File: src/rtl/fuzz_vec_sequencer_if.sv
// fuzz_vec_sequencer_if: control, seed, response and result bundle
// shared by the sequencer (slave) and its driver/observer (master).
interface fuzz_vec_sequencer_if #(
  parameter int VEC_W = 49,
  parameter int Y_W   = 350,
  parameter int CNT_W = 8
);
  logic             start;
  logic             abort;
  logic [63:0]      seed;
  logic [Y_W-1:0]   y;
`ifdef FUZZ_SEQ_STALL_EN
  logic             stall;
`endif
  logic [VEC_W-1:0] vec_out;
  logic             busy;
  logic             done;
  logic [CNT_W-1:0] vec_cnt;
  logic [31:0]      signature;

  modport master (
`ifdef FUZZ_SEQ_STALL_EN
    output stall,
`endif
    output start, abort, seed, y,
    input  vec_out, busy, done, vec_cnt, signature
  );

  modport slave (
`ifdef FUZZ_SEQ_STALL_EN
    input  stall,
`endif
    input  start, abort, seed, y,
    output vec_out, busy, done, vec_cnt, signature
  );
endinterface

File: src/rtl/fuzz_vec_sequencer.sv
// fuzz_vec_sequencer: LFSR vector generator + MISR response compactor.
// Optional hold input enabled by macro FUZZ_SEQ_STALL_EN.
module fuzz_vec_sequencer #(
  parameter int VEC_W   = 49,
  parameter int Y_W     = 350,
  parameter int NUM_VEC = 21,
  parameter int SETTLE  = 1,
  parameter int CNT_W   = 8
) (
  input logic                clk,
  input logic                rst_n,
  fuzz_vec_sequencer_if.slave bus
);

  localparam int NCH = (Y_W + 31) / 32;
  localparam int YE  = NCH * 32;
  localparam int SW  = (SETTLE > 1) ? $clog2(SETTLE) : 1;
  localparam logic [SW-1:0] SET_LAST =
    SW'((SETTLE > 0) ? SETTLE - 1 : 0);
  localparam logic [CNT_W-1:0] NV = CNT_W'(NUM_VEC);
  localparam logic [63:0] MASK = 64'hD800000000000000;
  localparam logic [31:0] POLY = 32'h04C11DB7;

  typedef enum logic [2:0] {
    S_IDLE,
    S_APPLY,
    S_SETTLE,
    S_CAPTURE,
    S_DONE
  } state_e;

  state_e           state_q, state_d;
  logic [63:0]      lfsr_q, lfsr_d;
  logic [VEC_W-1:0] vec_q, vec_d;
  logic [31:0]      sig_q, sig_d;
  logic [CNT_W-1:0] cnt_q, cnt_d;
  logic [SW-1:0]    set_q, set_d;
  logic             busy_q, busy_d;
  logic             done_q, done_d;

  logic [63:0]      lfsr_adv;
  logic [YE-1:0]    y_ext;
  logic [31:0]      fold;
  logic [31:0]      misr;
  logic             hold;

  assign lfsr_adv = {1'b0, lfsr_q[63:1]}
                  ^ (lfsr_q[0] ? MASK : 64'h0);
  assign y_ext = YE'(bus.y);
  assign misr = {sig_q[30:0], 1'b0}
              ^ (sig_q[31] ? POLY : 32'h0)
              ^ fold;

`ifdef FUZZ_SEQ_STALL_EN
  assign hold = bus.stall && (state_q == S_APPLY ||
                              state_q == S_SETTLE ||
                              state_q == S_CAPTURE);
`else
  assign hold = 1'b0;
`endif

  // XOR-fold the zero-extended response into one 32-bit word
  always_comb begin
    fold = '0;
    for (int i = 0; i < NCH; i++) begin
      fold = fold ^ y_ext[i*32 +: 32];
    end
  end

  // Next-state and datapath updates; hold then abort override
  always_comb begin
    state_d = state_q;
    lfsr_d  = lfsr_q;
    vec_d   = vec_q;
    sig_d   = sig_q;
    cnt_d   = cnt_q;
    set_d   = set_q;
    busy_d  = busy_q;
    done_d  = 1'b0;
    unique case (state_q)
      S_IDLE: begin
        if (bus.start) begin
          lfsr_d  = (bus.seed == 64'h0) ? 64'h1 : bus.seed;
          sig_d   = '0;
          cnt_d   = '0;
          set_d   = '0;
          busy_d  = 1'b1;
          state_d = S_APPLY;
        end
      end
      S_APPLY: begin
        vec_d   = lfsr_q[VEC_W-1:0];
        lfsr_d  = lfsr_adv;
        state_d = (SETTLE == 0) ? S_CAPTURE : S_SETTLE;
      end
      S_SETTLE: begin
        if (set_q == SET_LAST) begin
          set_d   = '0;
          state_d = S_CAPTURE;
        end else begin
          set_d = set_q + 1'b1;
        end
      end
      S_CAPTURE: begin
        sig_d = misr;
        cnt_d = cnt_q + 1'b1;
        if (cnt_d == NV) begin
          busy_d  = 1'b0;
          state_d = S_DONE;
        end else begin
          state_d = S_APPLY;
        end
      end
      S_DONE: begin
        done_d  = 1'b1;
        state_d = S_IDLE;
      end
      default: state_d = S_IDLE;
    endcase
    if (hold) begin
      state_d = state_q;
      lfsr_d  = lfsr_q;
      vec_d   = vec_q;
      sig_d   = sig_q;
      cnt_d   = cnt_q;
      set_d   = set_q;
      busy_d  = busy_q;
    end
    if (bus.abort && state_q != S_IDLE) begin
      state_d = S_IDLE;
      lfsr_d  = lfsr_q;
      vec_d   = vec_q;
      sig_d   = sig_q;
      cnt_d   = cnt_q;
      set_d   = '0;
      busy_d  = 1'b0;
      done_d  = 1'b0;
    end
  end

  // State and datapath registers
  always_ff @(posedge clk or negedge rst_n) begin
    if (!rst_n) begin
      state_q <= S_IDLE;
      lfsr_q  <= 64'h1;
      vec_q   <= '0;
      sig_q   <= '0;
      cnt_q   <= '0;
      set_q   <= '0;
      busy_q  <= 1'b0;
      done_q  <= 1'b0;
    end else begin
      state_q <= state_d;
      lfsr_q  <= lfsr_d;
      vec_q   <= vec_d;
      sig_q   <= sig_d;
      cnt_q   <= cnt_d;
      set_q   <= set_d;
      busy_q  <= busy_d;
      done_q  <= done_d;
    end
  end

  assign bus.vec_out   = vec_q;
  assign bus.busy      = busy_q;
  assign bus.done      = done_q;
  assign bus.vec_cnt   = cnt_q;
  assign bus.signature = sig_q;

endmodule

File: src/flat_wrapper.sv
// flat-port wrapper written by rule: the top's interface ports become plain ports
module fuzz_vec_sequencer_flat 
#(
  parameter int VEC_W   = 49,
  parameter int Y_W     = 350,
  parameter int NUM_VEC = 21,
  parameter int SETTLE  = 1,
  parameter int CNT_W   = 8
)
  (clk, rst_n, bus_start, bus_abort, bus_seed, bus_y, bus_vec_out, bus_busy, bus_done, bus_vec_cnt, bus_signature);
  fuzz_vec_sequencer_if #(.VEC_W(VEC_W), .Y_W(Y_W), .CNT_W(CNT_W)) bus_i ();
  input logic clk;
  input logic rst_n;
  input wire logic [$bits(bus_i.start)-1:0] bus_start;
  input wire logic [$bits(bus_i.abort)-1:0] bus_abort;
  input wire logic [$bits(bus_i.seed)-1:0] bus_seed;
  input wire logic [$bits(bus_i.y)-1:0] bus_y;
  output wire logic [$bits(bus_i.vec_out)-1:0] bus_vec_out;
  output wire logic [$bits(bus_i.busy)-1:0] bus_busy;
  output wire logic [$bits(bus_i.done)-1:0] bus_done;
  output wire logic [$bits(bus_i.vec_cnt)-1:0] bus_vec_cnt;
  output wire logic [$bits(bus_i.signature)-1:0] bus_signature;
  assign bus_i.start = bus_start;
  assign bus_i.abort = bus_abort;
  assign bus_i.seed = bus_seed;
  assign bus_i.y = bus_y;
  assign bus_vec_out = bus_i.vec_out;
  assign bus_busy = bus_i.busy;
  assign bus_done = bus_i.done;
  assign bus_vec_cnt = bus_i.vec_cnt;
  assign bus_signature = bus_i.signature;
  fuzz_vec_sequencer #(.VEC_W(VEC_W), .Y_W(Y_W), .NUM_VEC(NUM_VEC), .SETTLE(SETTLE), .CNT_W(CNT_W)) u_core (.clk(clk), .rst_n(rst_n), .bus(bus_i));
endmodule
File: config.mk
export PLATFORM = sky130hd
export DESIGN_NAME = fuzz_vec_sequencer_flat
export DESIGN_NICKNAME = d
export VERILOG_FILES = /design/src/rtl/fuzz_vec_sequencer_if.sv /design/src/rtl/fuzz_vec_sequencer.sv /design/src/flat_wrapper.sv
export SDC_FILE = /design/constraint.sdc
export NUM_CORES = 1
export LEC_CHECK = 0
export CORE_AREA = 4 4 197 199
export CTS_CLUSTER_DIAMETER = 60
export CTS_CLUSTER_SIZE = 25
export DETAILED_ROUTE_END_ITERATION = 6
export DIE_AREA = 0 0 201 203
export PLACE_DENSITY_LB_ADDON = 0.3
export SETUP_SLACK_MARGIN = 0.5
export SLEW_MARGIN = 25
export SYNTH_ARGS = -nofsm -noshare
export SYNTH_HDL_FRONTEND = slang
export SYNTH_SLANG_ARGS = --single-unit
File: constraint.sdc
create_clock -name clk -period 2.1 [get_ports clk]
set_clock_uncertainty 0.15 [all_clocks]
set_input_delay 0.315 -clock clk [delete_from_list [all_inputs] [get_ports clk]]
set_output_delay 0.315 -clock clk [all_outputs]
set_load 0.05 [all_outputs]
# Word level (Yosys, flattened, before mapping)
# Cells that the tools add are included.
# word_totals
reg_bits	159
inputBits	418
elab_cells	71
output_inout_bits	91
# classes
muxes	24
bitwise_logic	14
addsub	2
reduce_logical	14
eq_ne	9
# op_table
op	count
$xor 32x32->32	11
$mux 64	3
$pmux 64 s2	1
$logic_not 64->1	1
$pmux 32 s2	1
$xor 63x64->64	1
$mux 32	1
$xor 32x30->32	1
$mux 27	1
$pmux 8 s2	1
$mux 3	4
$pmux 3 s4	1
$reduce_and 3->1	3
$reduce_bool 3->1	3
$add 8x1->8 const B	1
$eq 8x5->1 const B	1
$mux 1	8
$mux 8	1
$eq 3x2->1 const B	2
$reduce_and 2->1	3
$pmux 1 s2	2
$reduce_bool 2->1	2
$eq 3x1->1 const B	1
$eq 3x3->1 const B	1
other kinds (8)	8

# Logic depth before layout (Yosys ltp)
# Gate-level depths: netlist of the first run.
# logic_depth
word_depth	12
depth_mapped	8
depth_no_buf	6

# Worst setup path after synthesis of the first run
# No wires, ideal clock.
# synth_path
path_kind	register to register
start	register u_core.cnt_q[2], in the netlist u_core.bus.vec_cnt[2]
end	register u_core.state_q[0]
required_time_ns	1.827
setup_time_ns	0.123
arrival_ns	1.827
slack_ns	0.000
stages_incl_launch_ff	6
period_less_slack_ns	2.100
n_path_buf	0
path_cell_list	dfrtp_1 -> and4_4 -> a211o_1 -> a2111oi_2 -> o22a_1 -> nor2_1
# synth_via
elab_chain_len	5
# synth_lines
element	line_no	source
start, declared	fuzz_vec_sequencer.sv:36	logic [CNT_W-1:0] cnt_q, cnt_d;
start signal, assigned	fuzz_vec_sequencer.sv:157	cnt_q <= cnt_d;
$add 8x1->8	fuzz_vec_sequencer.sv:106	cnt_d = cnt_q + 1'b1;
$eq 8x5->1	fuzz_vec_sequencer.sv:107	if (cnt_d == NV) begin
$mux 3	fuzz_vec_sequencer.sv:107	
$pmux 3 s4	fuzz_vec_sequencer.sv:80	unique case (state_q)
$mux 3	fuzz_vec_sequencer.sv:129	if (bus.abort && state_q != S_IDLE) begin
end signal, assigned	fuzz_vec_sequencer.sv:153	state_q <= state_d;
end, declared	fuzz_vec_sequencer.sv:32	state_e state_q, state_d;
# Every way passes these cells.
# A chain may end at the register's enable or synchronous reset.

# Worst setup path in the final report of the first run
# layout_path
start	register u_core.state_q[0]
end	register u_core.lfsr_q[21]
# layout_via
elab_chain_len	4
elab_cells_between_ends	9
cone_classes	eq/ne: 2; mux: 1; bitwise: 1; reduce/logical: 5
# layout_lines
element	line_no	source
branches (longest 4 deep; another with $eq 3x1->1)	--	
end signal, assigned	fuzz_vec_sequencer.sv:154	lfsr_q <= lfsr_d;
end, declared	fuzz_vec_sequencer.sv:33	logic [63:0] lfsr_q, lfsr_d;
# Several ways; the timed one is not identified.

==> results of run 1 <==
## worst max-delay path: stages, from the launching register on
cell and delay [ps]:
sky130_fd_sc_hd__dfrtp_1 400, sky130_fd_sc_hd__buf_6 130, sky130_fd_sc_hd__mux2i_1 110, sky130_fd_sc_hd__or3_4 440, sky130_fd_sc_hd__buf_12 190, sky130_fd_sc_hd__buf_16 150
sky130_fd_sc_hd__nand2_1 60, sky130_fd_sc_hd__o21ai_1 80
## sequential cells by signal (all words and copies together) (netlist names)
| register | flops |
|---|---|
| u_core.bus.busy | 1 |
| u_core.bus.done | 1 |
| u_core.bus.signature | 32 |
| u_core.bus.vec_cnt | 8 |
| u_core.bus.vec_out | 49 |
| u_core.lfsr_q | 64 |
| u_core.state_q | 3 |
## layout by cell type (no fill, tap or decap), types with 7 or more instances in the layout
cell type,n
sky130_fd_sc_hd__buf_12,18
sky130_fd_sc_hd__buf_16,11
sky130_fd_sc_hd__buf_2,34
sky130_fd_sc_hd__buf_4,107
sky130_fd_sc_hd__buf_6,27
sky130_fd_sc_hd__clkbuf_16,33
sky130_fd_sc_hd__clkdlybuf4s50_1,406
sky130_fd_sc_hd__dfrtp_1,141
sky130_fd_sc_hd__dfrtp_2,15
sky130_fd_sc_hd__dlygate4sd2_1,10
sky130_fd_sc_hd__mux2_2,49
sky130_fd_sc_hd__mux2i_1,56
sky130_fd_sc_hd__nand2_1,68
sky130_fd_sc_hd__nand2_2,13
sky130_fd_sc_hd__nand2_4,25
sky130_fd_sc_hd__nand4_1,8
sky130_fd_sc_hd__nor2_1,7
sky130_fd_sc_hd__nor4_1,12
sky130_fd_sc_hd__o21ai_0,26
sky130_fd_sc_hd__o21ai_1,54
sky130_fd_sc_hd__o21ai_2,30
sky130_fd_sc_hd__xnor2_1,284
sky130_fd_sc_hd__xnor2_2,10
sky130_fd_sc_hd__xor2_1,75
## kinds of logic after synthesis
| family | share of synthesized area |
|---|---|
| buf+inv | 0.02232 |
| compound gates | 0.06646 |
| fa+ha+maj | 0.002507 |
| simple gates | 0.07198 |
| xor+xnor | 0.3239 |
| mux | 0.1165 |
| flops | 0.3964 |
## power by group through the flow
stage	registers [mW]	clock network, mW	logic (mW)
after CTS	5.57	3.23	12.9
after global routing	5.92	3.35	15.5
final	5.75	3.14	14.6
after detailed placement	5.69	0	12.0
after floorplan	7.85	0	5.84
after global placement	5.65	0	11.9
## routing by layer
metal / track usage / part of all wire / up-vias / wire length, um
li1: - / - / 4467 / -
met1: 0.2204 / 0.39 / 4371 / 16160
met2: 0.3272 / 0.52 / 342 / 21690
met3: 0.04903 / 0.068 / 39 / 2833
met4: 0.04966 / 0.018 / 2 / 726
met5: 0 / 0.00031 / - / 13
## repair_timing
item | in CTS | in global routing
buffers inserted | 21 | 10
hold buffers | 1 | 0
hold endpoints to repair | 61 | 0
cloned | 10 | 21
resized for setup | 277 | 155
endpoints found under the setup margin | 213 | 179
pin swaps | 13 | 16
## layout make-up
| type | instances | area share |
|---|---|---|
| antenna | 5 | 0.0006887 |
| clock buffer | 18 | 0.02362 |
| clock inverter | 14 | 0.008815 |
| inverter | 4 | 0.0008264 |
| multi-input combinational | 766 | 0.3512 |
| sequential | 158 | 0.2189 |
| tap | 474 | 0.03264 |
| timing repair buffer | 638 | 0.3633 |
## metrics by stage
| stage | setup TNS (ps) | utilization | std cells |
|---|---|---|---|
| after floorplan | 0 | - | 968 |
| after global placement | -640.2 | 0.4335 | 1977 |
| after CTS | 0 | 0.4608 | 2041 |
| final | 0 | 0.4881 | 2077 |
| after detailed placement | -2823 | 0.4335 | 1977 |
| after global routing | 0 | 0.4881 | 2077 |
## worst paths after layout
kind / cells past startpoint / endpoint / slack [ps]
setup reg to reg: 7 / u_core.lfsr_q[21] / 270
hold / removal: 3 / u_core.lfsr_q[25] / 180
setup / recovery: 7 / u_core.lfsr_q[21] / 270
hold reg to reg: 2 / u_core.lfsr_q[58] / 350
max in group asynchronous: 3 / u_core.bus.signature[11] / 940
min in group asynchronous: 2 / u_core.lfsr_q[54] / 220
==> PnR_summary.wiki, run 1 <==
{| class="wikitable"
! Metric !! Value
|-
| Net Switching || 10.28 mW
|-
| Relative contribution of sequential cells to total power || 0.245
|-
| Arrival time worst endpoint || 1990 ps
|-
| Largest area contributor in the synthesized netlist || sky130_fd_sc_hd__dfrtp_1
|-
| Top cells by count, synth || 294 x sky130_fd_sc_hd__xnor2_1, 157 x sky130_fd_sc_hd__dfrtp_1, 105 x sky130_fd_sc_hd__nand2_1, 105 x sky130_fd_sc_hd__o21ai_0, 75 x sky130_fd_sc_hd__xor2_1
|-
| Unrepaired setup endpoints after global routing || true
|-
| Die extent in x || 201 um
|-
| Fin crit period || 1830 ps
|-
| Leakage power total || 7.381 nW
|-
| Part of the power in the clock network || 0.134
|-
| Cell row count || 71
|-
| Critical Path RT || 2260 ps
|-
| Detailed-route vias per instance || 4.440
|-
| Chip Height || 203 um
|-
| Pin count of the biggest net entering global routing || 50
|-
| Placement-stage cell area || 0.01614 sq mm
|-
| Routability congestion estimate from global placement || 0.8018
|-
| Number of fill cells in the layout || 3464
|-
| TritonCTS Buffers || 17
|-
| Endpoints failing setup || 0
|-
| Number of nets in the layout || 2005
|-
| Clock tree from TritonCTS || built
|-
| Cell Pwr Density || 1291 mW/mm^2
|-
| Sum of routed wire length over all layers || 41.42 mm
|-
| Power consumption || 23.46 mW
|-
| Fin. max-slew vios || 0
|-
| Most common cell in the netlist || sky130_fd_sc_hd__xnor2_1
|-
| Internal power || 13.18 mW
|-
| Multi-input logic area || 0.006380 sq mm
|-
| Result of the run || complete, no violations
|-
| Sequential cell area || 0.003978 sq mm
|-
| Sequential element share of the synthesized area || 0.3964
|-
| Cell Area, Synth || 0.009978 sq mm
|-
| Via count of the first global-routing pass || 9697
|-
| Num Clock Sinks || 158
|-
| Die Outline Area || 0.04080 sq mm
|-
| Clock transition at the registers of the reported paths || 70 ps
|-
| CP Launch Point || u_core.state_q[0]
|-
| Layout Cell Area excl Fill || 0.01817 sq mm
|-
| Number of hold violations in the final report || 0
|-
| Initial antenna violation count || 7
|-
| Number of input and output port buffers inserted || 508
|-
| Ys async rst share || 1.000
|-
| Clock tree buffer depth || 2
|-
| First-pass GRT wire length || 57.45 mm
|-
| Beginning of the worst hold path || bus_seed[25]
|-
| Core Area || 0.03722 sq mm
|-
| Post-route worst hold slack || 179.8 ps
|-
| Synth unique cells || 44
|-
| DRC violation total after the first TritonRoute iteration || 417
|-
| Overflow after GRT || 0
|-
| Highest attainable clock frequency || 0.5465 GHz
|-
| Critical path capture point type || flip-flop
|-
| TritonRoute pass-1 iters || 5
|-
| Later-pin clock latency in the skew report || 430 ps
|-
| Count of unresolved DRC violations after routing || 0
|-
| Net count of the mapped netlist || 1388
|-
| Layout cells sized above 1 || 0.2641
|-
| Mean instance size in the synthesized netlist || 10.31 sq um
|-
| Critical path class || flip-flop to flip-flop
|-
| Total Routing Usage GR || 0.1840
|-
| Number of levels the H-tree was split into || 4
|-
| Number of flops mapped to enable cells by yosys || 0
|-
| Worst Max-Slew Pin Slew || 392.9 ps
|-
| Combinational group share of total power || 0.621
|-
| Dominant synthesized flop cell || sky130_fd_sc_hd__dfrtp_1
|-
| FF+latch count, synth || 158
|-
| HPWL Detailed || 31.07 mm
|-
| Post-route fraction of the period consumed by the critical path || 0.8713
|-
| Final routed wire length divided by cell count || 19.94 um
|-
| Peak VDD IR || 557.4 uV
|-
| Worst max-slew margin expressed relative to the limit || 0.7380
|-
| Top cell type's share of synthesized area || 0.3937
|-
| I/O pin count || 509
|-
| Minimum setup slack in the final design || 270.2 ps
|-
| Starting density of the core || 0.2681
|-
| Reported max-cap violation count || 0
|-
| Synth top area cells || sky130_fd_sc_hd__dfrtp_1 39%, sky130_fd_sc_hd__xnor2_1 26%, sky130_fd_sc_hd__xor2_1 6.6%
|-
| Proportion of total power due to net switching || 0.4381
|-
| Category of the worst setup path launch point || flip-flop
|-
| Relative area change from synthesis to final layout || 82.07%
|-
| Gate count after technology mapping || 968
|-
| Crit-path max FO || 9
|-
| Place WS || -402.0 ps
|-
| Root buffer cell || sky130_fd_sc_hd__clkbuf_16
|-
| Launching point of the worst reg2reg path || u_core.state_q[0]
|-
| Count of vias placed by the detailed router || 9221
|-
| Path class of the lowest-slack min-delay path || primary input to flip-flop
|-
| Antenna viol nets, final || 0
|-
| Number of warnings printed during yosys synthesis || 0
|}
Power figures use the tool's default switching activity.
==> run 2: changes to the inputs <==
Settings changed: SETUP_SLACK_MARGIN 0.5 to unset.
==> PnR_summary.wiki, run 2 (same netlist as run 1, synthesis figures left out) <==
{| class="wikitable"
! Metric !! Value
|-
| Clock transition at the registers of the reported paths || 70 ps
|-
| I/O pin count || 509
|-
| Layout Cell Area excl Fill || 0.01668 sq mm
|-
| Sum of routed wire length over all layers || 36.51 mm
|-
| Count of unresolved DRC violations after routing || 0
|-
| Root buffer cell || sky130_fd_sc_hd__clkbuf_16
|-
| Initial antenna violation count || 8
|-
| Antenna viol nets, final || 0
|-
| Minimum setup slack in the final design || 11.21 ps
|-
| Worst max-slew margin expressed relative to the limit || 0.5983
|-
| Pin count of the biggest net entering global routing || 73
|-
| Crit path buf inv count || 1
|-
| TritonRoute pass-1 iters || 4
|-
| TritonCTS Buffers || 17
|-
| Post-route worst hold slack || 276.5 ps
|-
| Highest attainable clock frequency || 0.4787 GHz
|-
| Overflow after GRT || 0
|-
| Unrepaired setup endpoints after global routing || false
|-
| Arrival time worst endpoint || 2260 ps
|-
| Power consumption || 20.33 mW
|-
| First-pass GRT wire length || 54.37 mm
|-
| Routability congestion estimate from global placement || 0.8327
|-
| Critical path's largest stage delay || 580 ps
|-
| Reg2Reg Depth || 6
|-
| Clock tree from TritonCTS || built
|-
| Launching point of the worst reg2reg path || u_core.bus.vec_cnt[1]
|-
| CP cell instances || clkdlybuf4s50_1, nor4_1, nand4_1, nor4_1, nor3_1, o31ai_1
|-
| HPWL Detailed || 30.77 mm
|-
| Most common cell after layout, fill and taps aside || sky130_fd_sc_hd__clkdlybuf4s50_1
|-
| Result of the run || complete, no violations
|-
| Inst Count DP || 1972
|-
| Slowest CP cell || sky130_fd_sc_hd__nor4_1
|-
| Core utilization of the finished layout || 0.4482
|-
| Most frequent cells in the layout || 429 x sky130_fd_sc_hd__clkdlybuf4s50_1, 294 x sky130_fd_sc_hd__xnor2_1, 157 x sky130_fd_sc_hd__dfrtp_1
|-
| Cell row count || 71
|-
| Critical path class || primary input to flip-flop
|-
| Reg-to-reg critical path endpoint || u_core.state_q[0]
|-
| Number of flip-flops under the largest register name || 64
|-
| Die extent in x || 201 um
|-
| Relative area change from synthesis to final layout || 67.18%
|-
| Path class of the lowest-slack min-delay path || primary input to asynchronous set/reset pin
|-
| Number of nets in the layout || 1938
|-
| Worst Max-Slew Pin Slew || 597.0 ps
|-
| Via count of the first global-routing pass || 9261
|-
| Number of hold violations in the final report || 0
|-
| Leakage power total || 6.821 nW
|-
| Final instance count without filler cells || 2011
|-
| Setup slack, reg-to-reg || 120 ps
|-
| Die Outline Area || 0.04080 sq mm
|-
| Fin crit period || 2089 ps
|-
| Largest Register || u_core.lfsr_q
|-
| Number of levels the H-tree was split into || 4
|-
| Proportion of total power due to net switching || 0.4341
|-
| Setup Fix Bufs, Post-CTS || 0
|-
| Placement-stage cell area || 0.01600 sq mm
|-
| Fin. max-slew vios || 0
|-
| Layout cells sized above 1 || 0.1313
|-
| Clock tree buffer depth || 2
|-
| Final routed wire length divided by cell count || 18.15 um
|-
| Later-pin clock latency in the skew report || 420 ps
|-
| Internal power || 11.51 mW
|-
| Number of fill cells in the layout || 3615
|-
| Total Neg Setup Slack || 0 ps
|-
| Number of input and output port buffers inserted || 508
|-
| Chip Height || 203 um
|-
| Part of the power in the clock network || 0.164
|-
| DRC violation total after the first TritonRoute iteration || 328
|-
| Total Routing Usage GR || 0.1723
|-
| Starting density of the core || 0.2681
|-
| Cell occurring most often along the worst timing path || sky130_fd_sc_hd__nor4_1
|-
| Critical path capture point type || flip-flop
|-
| Cell Pwr Density || 1219 mW/mm^2
|-
| Relative contribution of sequential cells to total power || 0.272
|-
| Category of cells accounting for the largest share of critical-path delay || simple AND/OR/NAND/NOR gates
|-
| Net Switching || 8.827 mW
|-
| Crit-path max FO || 2
|-
| Combinational group share of total power || 0.564
|-
| Detailed-route vias per instance || 4.378
|-
| Core Area || 0.03722 sq mm
|-
| Reported max-cap violation count || 0
|-
| Count of vias placed by the detailed router || 8804
|-
| Place WS || -571.3 ps
|-
| Critical Path RT || 2270 ps
|-
| Post-route fraction of the period consumed by the critical path || 0.9947
|-
| Peak VDD IR || 556.6 uV
|-
| Category of the worst setup path launch point || primary input
|-
| Endpoints failing setup || 0
|-
| Num Clock Sinks || 158
|}
[run 2: cell count changes in the layout (fill, tap and decap cells not counted), sizes merged, moves of 2 or more]
cell / change
dlymetal6s2s: +15
clkinv: -3
clkdlybuf4s50: +23
inv: +3
buf: -92
dlygate4sd2: +8
clkinvlp: -2
clkbuf: -18
[run 2: worst reg2reg max path, delay by kind of cell, from the launching register on]
family	cells	cell delay [ps]
compound gates	3	780
flops	1	470
fa+ha+maj	1	290
simple gates	2	180
[run 2: cell type report]
type                    count  area, sq um  area share
multi-input cells         764         5842      0.3502
well taps                 474        593.1     0.03555
clock inverters            13        177.7     0.01065
clock buffers              19        442.9     0.02655
repair buffers            573         5642      0.3382
inverters                   4        15.01   0.0009000
flip-flops and latches    158         3955      0.2371
diodes                      6        15.01   0.0009000
[run 2: how the worst max path moves through the flow]
| stage | start | end | slack [ps] | cells after the start |
|---|---|---|---|---|
| finish | bus_seed[46] | u_core.lfsr_q[0] | 10 | 6 |
| global route | u_core.bus.vec_out[13] | bus_vec_out[13] | 0.1 | 1 |
| CTS | u_core.bus.vec_out[45] | bus_vec_out[45] | 5 | 1 |
| detailed placement | bus_seed[42] | u_core.lfsr_q[0] | -570 | 6 |
| global placement | bus_seed[42] | u_core.lfsr_q[0] | -480 | 6 |
| floorplan | u_core.bus.vec_cnt[2] | u_core.state_q[0] | 0.2 | 5 |
[run 2: routing by layer]
metal / part of all wire / up-vias / global-route usage / wire length, um
met5: 0.00036 / - / 0 / 13
met4: 0.018 / 2 / 0.05015 / 674
met3: 0.071 / 29 / 0.05015 / 2601
met2: 0.51 / 302 / 0.3040 / 18790
met1: 0.40 / 4146 / 0.2041 / 14430
li1: - / 4325 / - / -
[run 2: power groups by stage]
stage	sequential [mW]	combinational, mW	clock (mW)
after global routing	5.75	12.4	3.55
after global placement	5.56	11.6	0
after CTS	5.55	11.7	3.43
after floorplan	7.81	5.31	0
final	5.54	11.5	3.33
after detailed placement	5.59	11.7	0
[run 2: timing repair]
action,CTS,global route
pin swaps,0,0
hold endpoints to repair,46,0
hold buffers,1,0
resized for setup,20,16
setup endpoints to repair,19,17
cloned,0,0
